==> src/rtl/outpkt_src_pkg.sv <==
// Shared output-packet definitions: packet type codes, default result
// length and the MSB() width helper.
package outpkt_src_pkg;

  localparam int RESULT_LEN_DEF = 64;

  localparam int OUTPKT_TYPE_MSB = 3;
  localparam logic [OUTPKT_TYPE_MSB:0] OUTPKT_TYPE_RESULT      = 4'h3;
  localparam logic [OUTPKT_TYPE_MSB:0] OUTPKT_TYPE_CMP_RESULT  = 4'h4;
  localparam logic [OUTPKT_TYPE_MSB:0] OUTPKT_TYPE_PACKET_DONE = 4'h5;

  typedef logic [1:0] bank_st_t;

  // bit 1 set means the bank holds a complete packet
  localparam bank_st_t ST_FREE    = 2'b00;
  localparam bank_st_t ST_FILLING = 2'b01;
  localparam bank_st_t ST_READY   = 2'b10;
  localparam bank_st_t ST_READING = 2'b11;

  function automatic int MSB(input int v);
    int r;
    r = 0;
    for (int i = 1; i < 31; i++)
      if (v >= (1 << i)) r = i;
    return r;
  endfunction

endpackage

==> src/rtl/outpkt_src_if.sv <==
// Output side of the packet source: read port, metadata and the
// wr_en/full handshake towards the packet sender.
interface outpkt_src_if
  import outpkt_src_pkg::*;
#(
  parameter int HASH_NUM_MSB = 15,
  parameter int ADDR_W       = 6
);

  logic                     source_not_empty;
  logic [15:0]              dout;
  logic [ADDR_W-1:0]        rd_addr;
  logic                     wr_en;
  logic                     full;
  logic [OUTPKT_TYPE_MSB:0] pkt_type;
  logic [15:0]              pkt_id;
  logic [HASH_NUM_MSB:0]    hash_num;
  logic [31:0]              num_processed;

  modport master (
    output source_not_empty, dout, wr_en,
    output pkt_type, pkt_id, hash_num, num_processed,
    input  rd_addr, full
  );

  modport slave (
    input  source_not_empty, dout, wr_en,
    input  pkt_type, pkt_id, hash_num, num_processed,
    output rd_addr, full
  );

endinterface

==> src/rtl/outpkt_src_bank.sv <==
// One packet bank: 16-bit distributed RAM, synchronous write,
// asynchronous read.
module outpkt_src_bank #(
  parameter int DEPTH = 36,
  parameter int AW    = 6
)(
  input  logic          CLK,
  input  logic          we,
  input  logic [AW-1:0] waddr,
  input  logic [15:0]   wdata,
  input  logic [AW-1:0] raddr,
  output logic [15:0]   rdata
);

  logic [15:0] mem [DEPTH];

  always_ff @(posedge CLK)
    if (we) mem[waddr] <= wdata;

  assign rdata = (int'(raddr) < DEPTH) ? mem[raddr] : '0;

endmodule

==> src/rtl/outpkt_src.sv <==
// Ping-pong packet source: results and packet-done records are staged
// in two banks and handed to the sender strictly in arrival order.
module outpkt_src
  import outpkt_src_pkg::*;
#(
  parameter int RESULT_LEN   = RESULT_LEN_DEF,
  parameter int HASH_NUM_MSB = 15
)(
  input  logic                  CLK,
  input  logic                  RST,
  input  logic                  res_wr_en,
  input  logic [15:0]           res_din,
  input  logic                  res_last,
  input  logic                  res_cmp,
  input  logic [HASH_NUM_MSB:0] res_hash_num,
  output logic                  res_full,
  input  logic                  done_wr_en,
  input  logic [15:0]           done_pkt_id,
  input  logic [31:0]           done_num_processed,
  output logic                  done_full,
  output logic                  err_overflow,
  outpkt_src_if.master          o
);

  localparam int WORDS = 4 + RESULT_LEN / 2;
  localparam int AW    = MSB(WORDS - 1) + 1;

  bank_st_t [1:0] st, st_n;
  logic           wr_ptr, rd_ptr;
  logic           wr_ptr_n, rd_ptr_n;
  logic [AW:0]    wr_addr;
  logic           sne;

  logic [1:0][OUTPKT_TYPE_MSB:0] m_type;
  logic [1:0][15:0]              m_id;
  logic [1:0][HASH_NUM_MSB:0]    m_hash;
  logic [1:0][31:0]              m_num;

  bank_st_t    wst, rst_st;
  logic        res_acc, done_acc, ovf, ram_we, rel;
  logic [15:0] rdata0, rdata1;

  assign wst    = st[wr_ptr];
  assign rst_st = st[rd_ptr];

  assign res_full  = !(wst == ST_FREE || wst == ST_FILLING);
  assign done_full = (wst != ST_FREE) || res_wr_en;
  assign res_acc   = res_wr_en && !res_full;
  assign done_acc  = done_wr_en && !done_full;
  assign ovf       = res_acc && (wr_addr == (AW+1)'(WORDS));
  assign ram_we    = res_acc && !ovf;

  assign o.wr_en = (rst_st == ST_READING) && !o.full;
  assign rel     = o.wr_en;

  always_comb begin
    st_n     = st;
    wr_ptr_n = wr_ptr;
    rd_ptr_n = rd_ptr;
    if (res_acc) begin
      st_n[wr_ptr] = res_last ? ST_READY : ST_FILLING;
      if (res_last) wr_ptr_n = !wr_ptr;
    end else if (done_acc) begin
      st_n[wr_ptr] = ST_READY;
      wr_ptr_n     = !wr_ptr;
    end
    if (rel) begin
      st_n[rd_ptr] = ST_FREE;
      rd_ptr_n     = !rd_ptr;
    end else if (sne && rst_st == ST_READY) begin
      st_n[rd_ptr] = ST_READING;
    end
  end

  always_ff @(posedge CLK or posedge RST) begin
    if (RST) begin
      st           <= '0;
      wr_ptr       <= 1'b0;
      rd_ptr       <= 1'b0;
      wr_addr      <= '0;
      sne          <= 1'b0;
      err_overflow <= 1'b0;
      m_type       <= '0;
      m_id         <= '0;
      m_hash       <= '0;
      m_num        <= '0;
    end else begin
      st     <= st_n;
      wr_ptr <= wr_ptr_n;
      rd_ptr <= rd_ptr_n;
      sne    <= st_n[rd_ptr_n][1];
      if (ovf) err_overflow <= 1'b1;
      if (res_acc) begin
        if (res_last)  wr_addr <= '0;
        else if (!ovf) wr_addr <= wr_addr + 1'b1;
        if (wr_addr == (AW+1)'(1)) m_id[wr_ptr] <= res_din;
        if (res_last) begin
          m_type[wr_ptr] <= res_cmp ? OUTPKT_TYPE_CMP_RESULT
                                    : OUTPKT_TYPE_RESULT;
          m_hash[wr_ptr] <= res_cmp ? res_hash_num : '0;
          m_num[wr_ptr]  <= '0;
        end
      end else if (done_acc) begin
        m_type[wr_ptr] <= OUTPKT_TYPE_PACKET_DONE;
        m_id[wr_ptr]   <= done_pkt_id;
        m_hash[wr_ptr] <= '0;
        m_num[wr_ptr]  <= done_num_processed;
      end
    end
  end

  outpkt_src_bank #(.DEPTH(WORDS), .AW(AW)) u_bank0 (
    .CLK   (CLK),
    .we    (ram_we && !wr_ptr),
    .waddr (wr_addr[AW-1:0]),
    .wdata (res_din),
    .raddr (o.rd_addr),
    .rdata (rdata0)
  );

  outpkt_src_bank #(.DEPTH(WORDS), .AW(AW)) u_bank1 (
    .CLK   (CLK),
    .we    (ram_we && wr_ptr),
    .waddr (wr_addr[AW-1:0]),
    .wdata (res_din),
    .raddr (o.rd_addr),
    .rdata (rdata1)
  );

  assign o.dout             = rd_ptr ? rdata1 : rdata0;
  assign o.source_not_empty = sne;
  // metadata is only meaningful while a packet is on offer
  assign o.pkt_type      = sne ? m_type[rd_ptr] : '0;
  assign o.pkt_id        = sne ? m_id[rd_ptr]   : '0;
  assign o.hash_num      = sne ? m_hash[rd_ptr] : '0;
  assign o.num_processed = sne ? m_num[rd_ptr]  : '0;

endmodule

==> src/flat_wrapper.sv <==
// flat-port wrapper written by rule: the top's interface ports become plain ports
module outpkt_src_flat import outpkt_src_pkg::*;
#(
  parameter int RESULT_LEN   = RESULT_LEN_DEF,
  parameter int HASH_NUM_MSB = 15
)
  (CLK, RST, res_wr_en, res_din, res_last, res_cmp, res_hash_num, res_full, done_wr_en, done_pkt_id, done_num_processed, done_full, err_overflow, o_source_not_empty, o_dout, o_wr_en, o_pkt_type, o_pkt_id, o_hash_num, o_num_processed, o_rd_addr, o_full);
  outpkt_src_if #(.HASH_NUM_MSB(HASH_NUM_MSB), .ADDR_W((6))) o_i ();
  input  logic CLK;
  input  logic RST;
  input  logic res_wr_en;
  input  logic [15:0] res_din;
  input  logic res_last;
  input  logic res_cmp;
  input  logic [HASH_NUM_MSB:0] res_hash_num;
  output logic res_full;
  input  logic done_wr_en;
  input  logic [15:0] done_pkt_id;
  input  logic [31:0] done_num_processed;
  output logic done_full;
  output logic err_overflow;
  output wire logic [$bits(o_i.source_not_empty)-1:0] o_source_not_empty;
  output wire logic [$bits(o_i.dout)-1:0] o_dout;
  output wire logic [$bits(o_i.wr_en)-1:0] o_wr_en;
  output wire logic [$bits(o_i.pkt_type)-1:0] o_pkt_type;
  output wire logic [$bits(o_i.pkt_id)-1:0] o_pkt_id;
  output wire logic [$bits(o_i.hash_num)-1:0] o_hash_num;
  output wire logic [$bits(o_i.num_processed)-1:0] o_num_processed;
  input wire logic [$bits(o_i.rd_addr)-1:0] o_rd_addr;
  input wire logic [$bits(o_i.full)-1:0] o_full;
  assign o_source_not_empty = o_i.source_not_empty;
  assign o_dout = o_i.dout;
  assign o_wr_en = o_i.wr_en;
  assign o_pkt_type = o_i.pkt_type;
  assign o_pkt_id = o_i.pkt_id;
  assign o_hash_num = o_i.hash_num;
  assign o_num_processed = o_i.num_processed;
  assign o_i.rd_addr = o_rd_addr;
  assign o_i.full = o_full;
  outpkt_src #(.RESULT_LEN(RESULT_LEN), .HASH_NUM_MSB(HASH_NUM_MSB)) u_core (.CLK(CLK), .RST(RST), .res_wr_en(res_wr_en), .res_din(res_din), .res_last(res_last), .res_cmp(res_cmp), .res_hash_num(res_hash_num), .res_full(res_full), .done_wr_en(done_wr_en), .done_pkt_id(done_pkt_id), .done_num_processed(done_num_processed), .done_full(done_full), .err_overflow(err_overflow), .o(o_i));
endmodule
==> config.mk <==
export PLATFORM = sky130hd
export DESIGN_NAME = outpkt_src_flat
export DESIGN_NICKNAME = d
export VERILOG_FILES = /design/src/rtl/outpkt_src_pkg.sv /design/src/rtl/outpkt_src_if.sv /design/src/rtl/outpkt_src_bank.sv /design/src/rtl/outpkt_src.sv /design/src/flat_wrapper.sv
export SDC_FILE = /design/constraint.sdc
export NUM_CORES = 1
export LEC_CHECK = 0
export CAP_MARGIN = 0
export CORE_UTILIZATION = 30
export CTS_BUF_LIST = sky130_fd_sc_hd__clkbuf_8
export DETAILED_ROUTE_END_ITERATION = 16
export PLACE_DENSITY = 0.48
export SYNTH_ARGS = -nofsm -noshare
export SYNTH_HDL_FRONTEND = slang
export SYNTH_SLANG_ARGS = --single-unit
==> constraint.sdc <==
create_clock -name CLK -period 5.2 [get_ports CLK]
set_clock_uncertainty 0.2 [all_clocks]
set_input_delay 1.3 -clock CLK [delete_from_list [all_inputs] [get_ports CLK]]
set_output_delay 1.3 -clock CLK [all_outputs]
set_load 0.01 [all_outputs]
==> out/summary.log <==
INFO  cells_and_area post-route-util=37.4%
INFO  timing         relSlewSlack=24.5%
INFO  synthesis      ys_types=82
INFO  global_routing initial_antenna_violation_count=9
INFO  critical_path  cp_data_required_time=3.70ns
INFO  critical_path  crit_start=o_rd_addr[0]
INFO  critical_path  crit_path_max_fanout=11
INFO  placement      place_worst_setup_slack=-0.693ns
INFO  synthesis      async_flop_share=11.6%
INFO  global_routing grtUsageMet3=3.85%
INFO  global_routing grt_start_max_net_pins=86
INFO  critical_path  cp_cell_sequence=buf_16 -> buf_12 -> buf_8 -> mux4_2 -> a22o_1 -> nor4_1 -> buf_4 -> nor3_1 -> o22a_1 -> buf_12 -> dlygate4sd2_1
INFO  critical_path  data_arrival_time_of_the_worst_path=3.71ns
INFO  global_routing grt_overflow=0
INFO  run_status     failed_checks=setup timing
INFO  timing         highest_clock_rate=192MHz
INFO  timing         final_max_slew_viol_count=0
INFO  die            die_h=421um
INFO  timing         worst_margin_pin_slew=1.13ns
INFO  pwr            seq_power_share=48.0%
INFO  placement      dp_hpwl=104,000um
INFO  cts            number_of_h_tree_levels=4
INFO  pwr            power.switching_fraction=27.9%
INFO  global_routing first_global_vias=30,400
INFO  critical_path  critPathLaunchType=input pin
INFO  die            placementRows=153
INFO  synthesis      synth_top_area_share=65.8%
INFO  cts            deepest_clock_path_buffer_count=3
INFO  synthesis      ys.flop_type=sky130_fd_sc_hd__edfxtp_1
INFO  pwr            cell_internal_pwr=0.0186W
INFO  placement      gpl.final_weighted_congestion=0.940
INFO  cells_and_area multi_input_combinational_cell_area=0.0134mm^2
INFO  critical_path  crit_slowest_cell=sky130_fd_sc_hd__mux4_2
INFO  global_routing grt_util_met1=26.1%
INFO  critical_path  critPathCaptureType=output port
INFO  placement      portBuffers=181
INFO  critical_path  r2r.worst_path.cells=5
INFO  job            maxCapViolations=0
INFO  die            floorplan.core_area=0.174mm^2
INFO  critical_path  worstReg2RegStart=u_core.wr_ptr$_DFFE_PP0P_
INFO  timing         finalSetupViolations=1
INFO  cts            total_clock_buffers_created_by_cts=217
INFO  cts            clkLatencyLatePin=0.94ns
INFO  routing        number_of_remaining_drc_errors=0
INFO  routing        num_vias=29,800
INFO  synthesis      synth_warn=0
INFO  synthesis      avgSynthCellArea=18.4um^2
INFO  cells_and_area fillers=16,200
INFO  routing        drt_pre_antenna_iters=5
INFO  synthesis      yosys_register_bits=1,303
INFO  critical_path  critPathMostFrequentCell=sky130_fd_sc_hd__buf_12
INFO  die            initial_utilization=30.2%
INFO  cts            cts_hold_buf=0
INFO  cts            worst_setup_hold_path_clk_slew=0.06ns
INFO  critical_path  worst_path_largest_cell_delay=0.58ns
INFO  critical_path  crit_end=o_dout[10]
INFO  synthesis      netlist_area_before_placement=0.0526mm^2
INFO  cts            clock_sink_count=1,303
INFO  die            dieArea=0.177mm^2
INFO  cts            cts_tree=built
INFO  cells_and_area seq_area=0.0384mm^2
INFO  routing        antenna_viol_nets_final=0
INFO  routing        routed_wl=163,000um
INFO  pwr            comb_power_share=17.4%
INFO  global_routing grt_pass1_wl=230,000um
INFO  synthesis      synth-seq-area-share=73.0%
INFO  pwr            netsw=0.00720W
INFO  run_status     run_status=finished, violations left
INFO  critical_path  critical_path.reg2reg.endpoint=u_core.u_bank0.mem[28][0]$_DFFE_PP_
INFO  synthesis      synth-edff-count=1,152
INFO  synthesis      synthCells=2,858
INFO  critical_path  crit_type=input pin to output port
INFO  global_routing global_route.peak_usage_layer=met2
INFO  pwr            power.share.clock=34.5%
INFO  global_routing met2_resource_use_gr=28.1%
INFO  timing         worst_case_setup_margin_in_the_final_layout=-0.00807ns
INFO  timing         period_minus_slack=5.21ns
INFO  pwr            power.ir.vdd_worst=0.235mV
INFO  global_routing track_usage=18.4%
INFO  synthesis      synth.top_cells.by_area=sky130_fd_sc_hd__edfxtp_1, sky130_fd_sc_hd__mux4_2, sky130_fd_sc_hd__dfrtp_1, sky130_fd_sc_hd__mux2i_1, sky130_fd_sc_hd__mux2_2
INFO  die            design.portCount=182
INFO  routing        viasPerCell=4.94
INFO  timing         grt_setup_unrepaired=true
INFO  routing        detail_route.wl_per_cell=27.0um
INFO  cts            cts-root-buf=sky130_fd_sc_hd__clkbuf_8
INFO  timing         layout_worst_path_cycle_share=100%
INFO  cells_and_area finalNetCount=3,625
INFO  pwr            total_power_per_unit_cell_area=396mW/mm^2
INFO  pwr            leakage=22.6nW
INFO  hold_path      timing.hold.worst.class=flip-flop to flip-flop
INFO  critical_path  timing.reg2reg.setup_slack=1.36ns
INFO  cells_and_area areaGrowthSynthToFinish=23.8%
INFO  die            chip_width=421um
INFO  synthesis      yosys.area.top_type=sky130_fd_sc_hd__edfxtp_1
INFO  routing        iteration_0_drc_markers=2,845
INFO  cells_and_area layout-drive-gt1-share=32.3%
INFO  timing         timing.final.hold_violations=0
INFO  synthesis      syn_nets=2,954
## cell type report
cell class              instances  share of cell area [%]
flip-flops and latches       1303                    59.0
multi-input cells            1362                    20.5
repair buffers                632                    9.47
clock buffers                 227                    4.80
well taps                    2325                    4.47
clock inverters               162                    1.64
inverters                      13                  0.0808
diodes                          2                 0.00769
## cell usage after synthesis (6+ instances only)
cell type and count:
sky130_fd_sc_hd__mux2_2 77, sky130_fd_sc_hd__mux2i_1 147, sky130_fd_sc_hd__inv_1 10, sky130_fd_sc_hd__a221oi_1 7
sky130_fd_sc_hd__or3_1 8, sky130_fd_sc_hd__a22o_1 46, sky130_fd_sc_hd__buf_6 23, sky130_fd_sc_hd__clkbuf_8 13
sky130_fd_sc_hd__o221ai_1 8, sky130_fd_sc_hd__buf_2 39, sky130_fd_sc_hd__mux4_1 25, sky130_fd_sc_hd__nand2b_1 10
sky130_fd_sc_hd__edfxtp_1 1152, sky130_fd_sc_hd__nor4_1 9, sky130_fd_sc_hd__a31oi_1 9, sky130_fd_sc_hd__nand2_1 229
sky130_fd_sc_hd__nand3_1 32, sky130_fd_sc_hd__nor3_1 13, sky130_fd_sc_hd__nor2_1 125, sky130_fd_sc_hd__a21oi_1 55
sky130_fd_sc_hd__buf_4 17, sky130_fd_sc_hd__a22oi_1 42, sky130_fd_sc_hd__buf_12 7, sky130_fd_sc_hd__buf_1 11
sky130_fd_sc_hd__mux4_2 221, sky130_fd_sc_hd__dfrtp_1 151, sky130_fd_sc_hd__nor2b_1 80, sky130_fd_sc_hd__o21ai_0 78
sky130_fd_sc_hd__a211oi_1 8, sky130_fd_sc_hd__o22ai_1 32, sky130_fd_sc_hd__and3_1 6, sky130_fd_sc_hd__clkbuf_1 64
## worst max-delay path: cells and delay by family
kind	cells	cell delay [ns]
AOI/OAI and AO/OA	2	0.51
buffers and inverters	6	0.99
muxes	1	0.58
and+or+nand+nor	2	0.29
## logic make-up (layout without fill, tap and decap cells)
family          count (synthesis)  count (layout)  share of synthesized area (%)
compound gates                332             332                           4.30
xor+xnor                        6               6                          0.100
fa+ha+maj                       3               3                         0.0714
buf+inv                       193            1034                           2.47
flops                        1303            1303                           73.0
mux                           471             471                           15.2
other cells                     0               2                              0
simple gates                  550             550                           4.87
## flip-flops by register name, indices dropped and copies added, names as in the netlist, 4 cells and up
register	flops
u_core.st	4
u_core.m_hash	32
u_core.m_id	32
u_core.u_bank0.mem	576
u_core.u_bank1.mem	576
u_core.m_type	8
u_core.wr_addr	7
u_core.m_num	64
## worst min path at each step
stage / start / end / slack [ns] / depth (start not counted)
final: u_core.m_num[32]$_DFFE_PP0P_ / u_core.m_num[32]$_DFFE_PP0P_ / 0.28 / 2
after global placement: u_core.m_num[27]$_DFFE_PP0P_ / u_core.m_num[27]$_DFFE_PP0P_ / 0.26 / 2
after CTS: u_core.m_num[57]$_DFFE_PP0P_ / u_core.m_num[57]$_DFFE_PP0P_ / 0.28 / 2
after floorplan: u_core.m_type[5]$_DFFE_PP0P_ / u_core.m_type[5]$_DFFE_PP0P_ / 0.25 / 1
after detailed placement: u_core.m_num[0]$_DFFE_PP0P_ / u_core.m_num[0]$_DFFE_PP0P_ / 0.27 / 2
after global routing: u_core.m_num[13]$_DFFE_PP0P_ / u_core.m_num[13]$_DFFE_PP0P_ / 0.30 / 2
## repair_timing
| item | in CTS | in global routing |
|---|---|---|
| pin swaps | 9 | 17 |
| endpoints found under the setup margin | 16 | 13 |
| gates cloned | 4 | 2 |
| hold endpoints to repair | 0 | 0 |
| gates resized for setup | 115 | 34 |
| setup buffers | 23 | 20 |
## per-layer routing
| layer | share of wire [%] | wire length, um |
|---|---|---|
| met4 | 2.5 | 4100 |
| met5 | 0.040 | 65 |
| met2 | 46 | 74300 |
| met3 | 6.4 | 10400 |
| met1 | 45 | 73800 |
## power by group through the flow
stage / clock network, W / logic (W) / registers (W)
floorplan: 0 / 0.00236 / 0.0124
global placement: 0 / 0.00443 / 0.0126
detailed placement: 0 / 0.00444 / 0.0126
CTS: 0.00917 / 0.00454 / 0.0124
global route: 0.00956 / 0.00483 / 0.0125
finish: 0.00891 / 0.00449 / 0.0124
## metrics by stage
step / instance area, um^2 / std cells / setup TNS, ns / total power, W / hold slack, ns
after floorplan: 52600 / 2858 / 0 / 0.0148 / 0.249
after global placement: 59800 / 5587 / -6.20 / 0.0170 / 0.260
after detailed placement: 59800 / 5587 / -5.91 / 0.0170 / 0.270
after CTS: 64800 / 6003 / -0.300 / 0.0261 / 0.283
after global routing: 65000 / 6025 / -0.0410 / 0.0268 / 0.297
final: 65100 / 6026 / -0.00807 / 0.0258 / 0.279
## layout by cell type, fill, tap and decap left out, drive strengths merged, types with 6 or more instances in the layout
cell           count
nor3              13
a2111oi            6
a31oi              9
dlygate4sd2        8
a21oi             55
o22ai             32
clkdlybuf4s50    143
nand2            229
a22oi             43
nor4              10
inv               76
and3               6
a211oi             9
nand3             32
edfxtp          1152
nor2             127
mux2              78
mux2i            147
mux4             246
nand2b            10
clkinvlp          10
buf              473
bufinv            11
o21ai             80
a221oi             9
a22o              46
o221ai             8
dfrtp            151
nor2b             80
or3                8
clkbuf           233
clkinv            78
No activity file was read; power rests on OpenSTA's default activity.
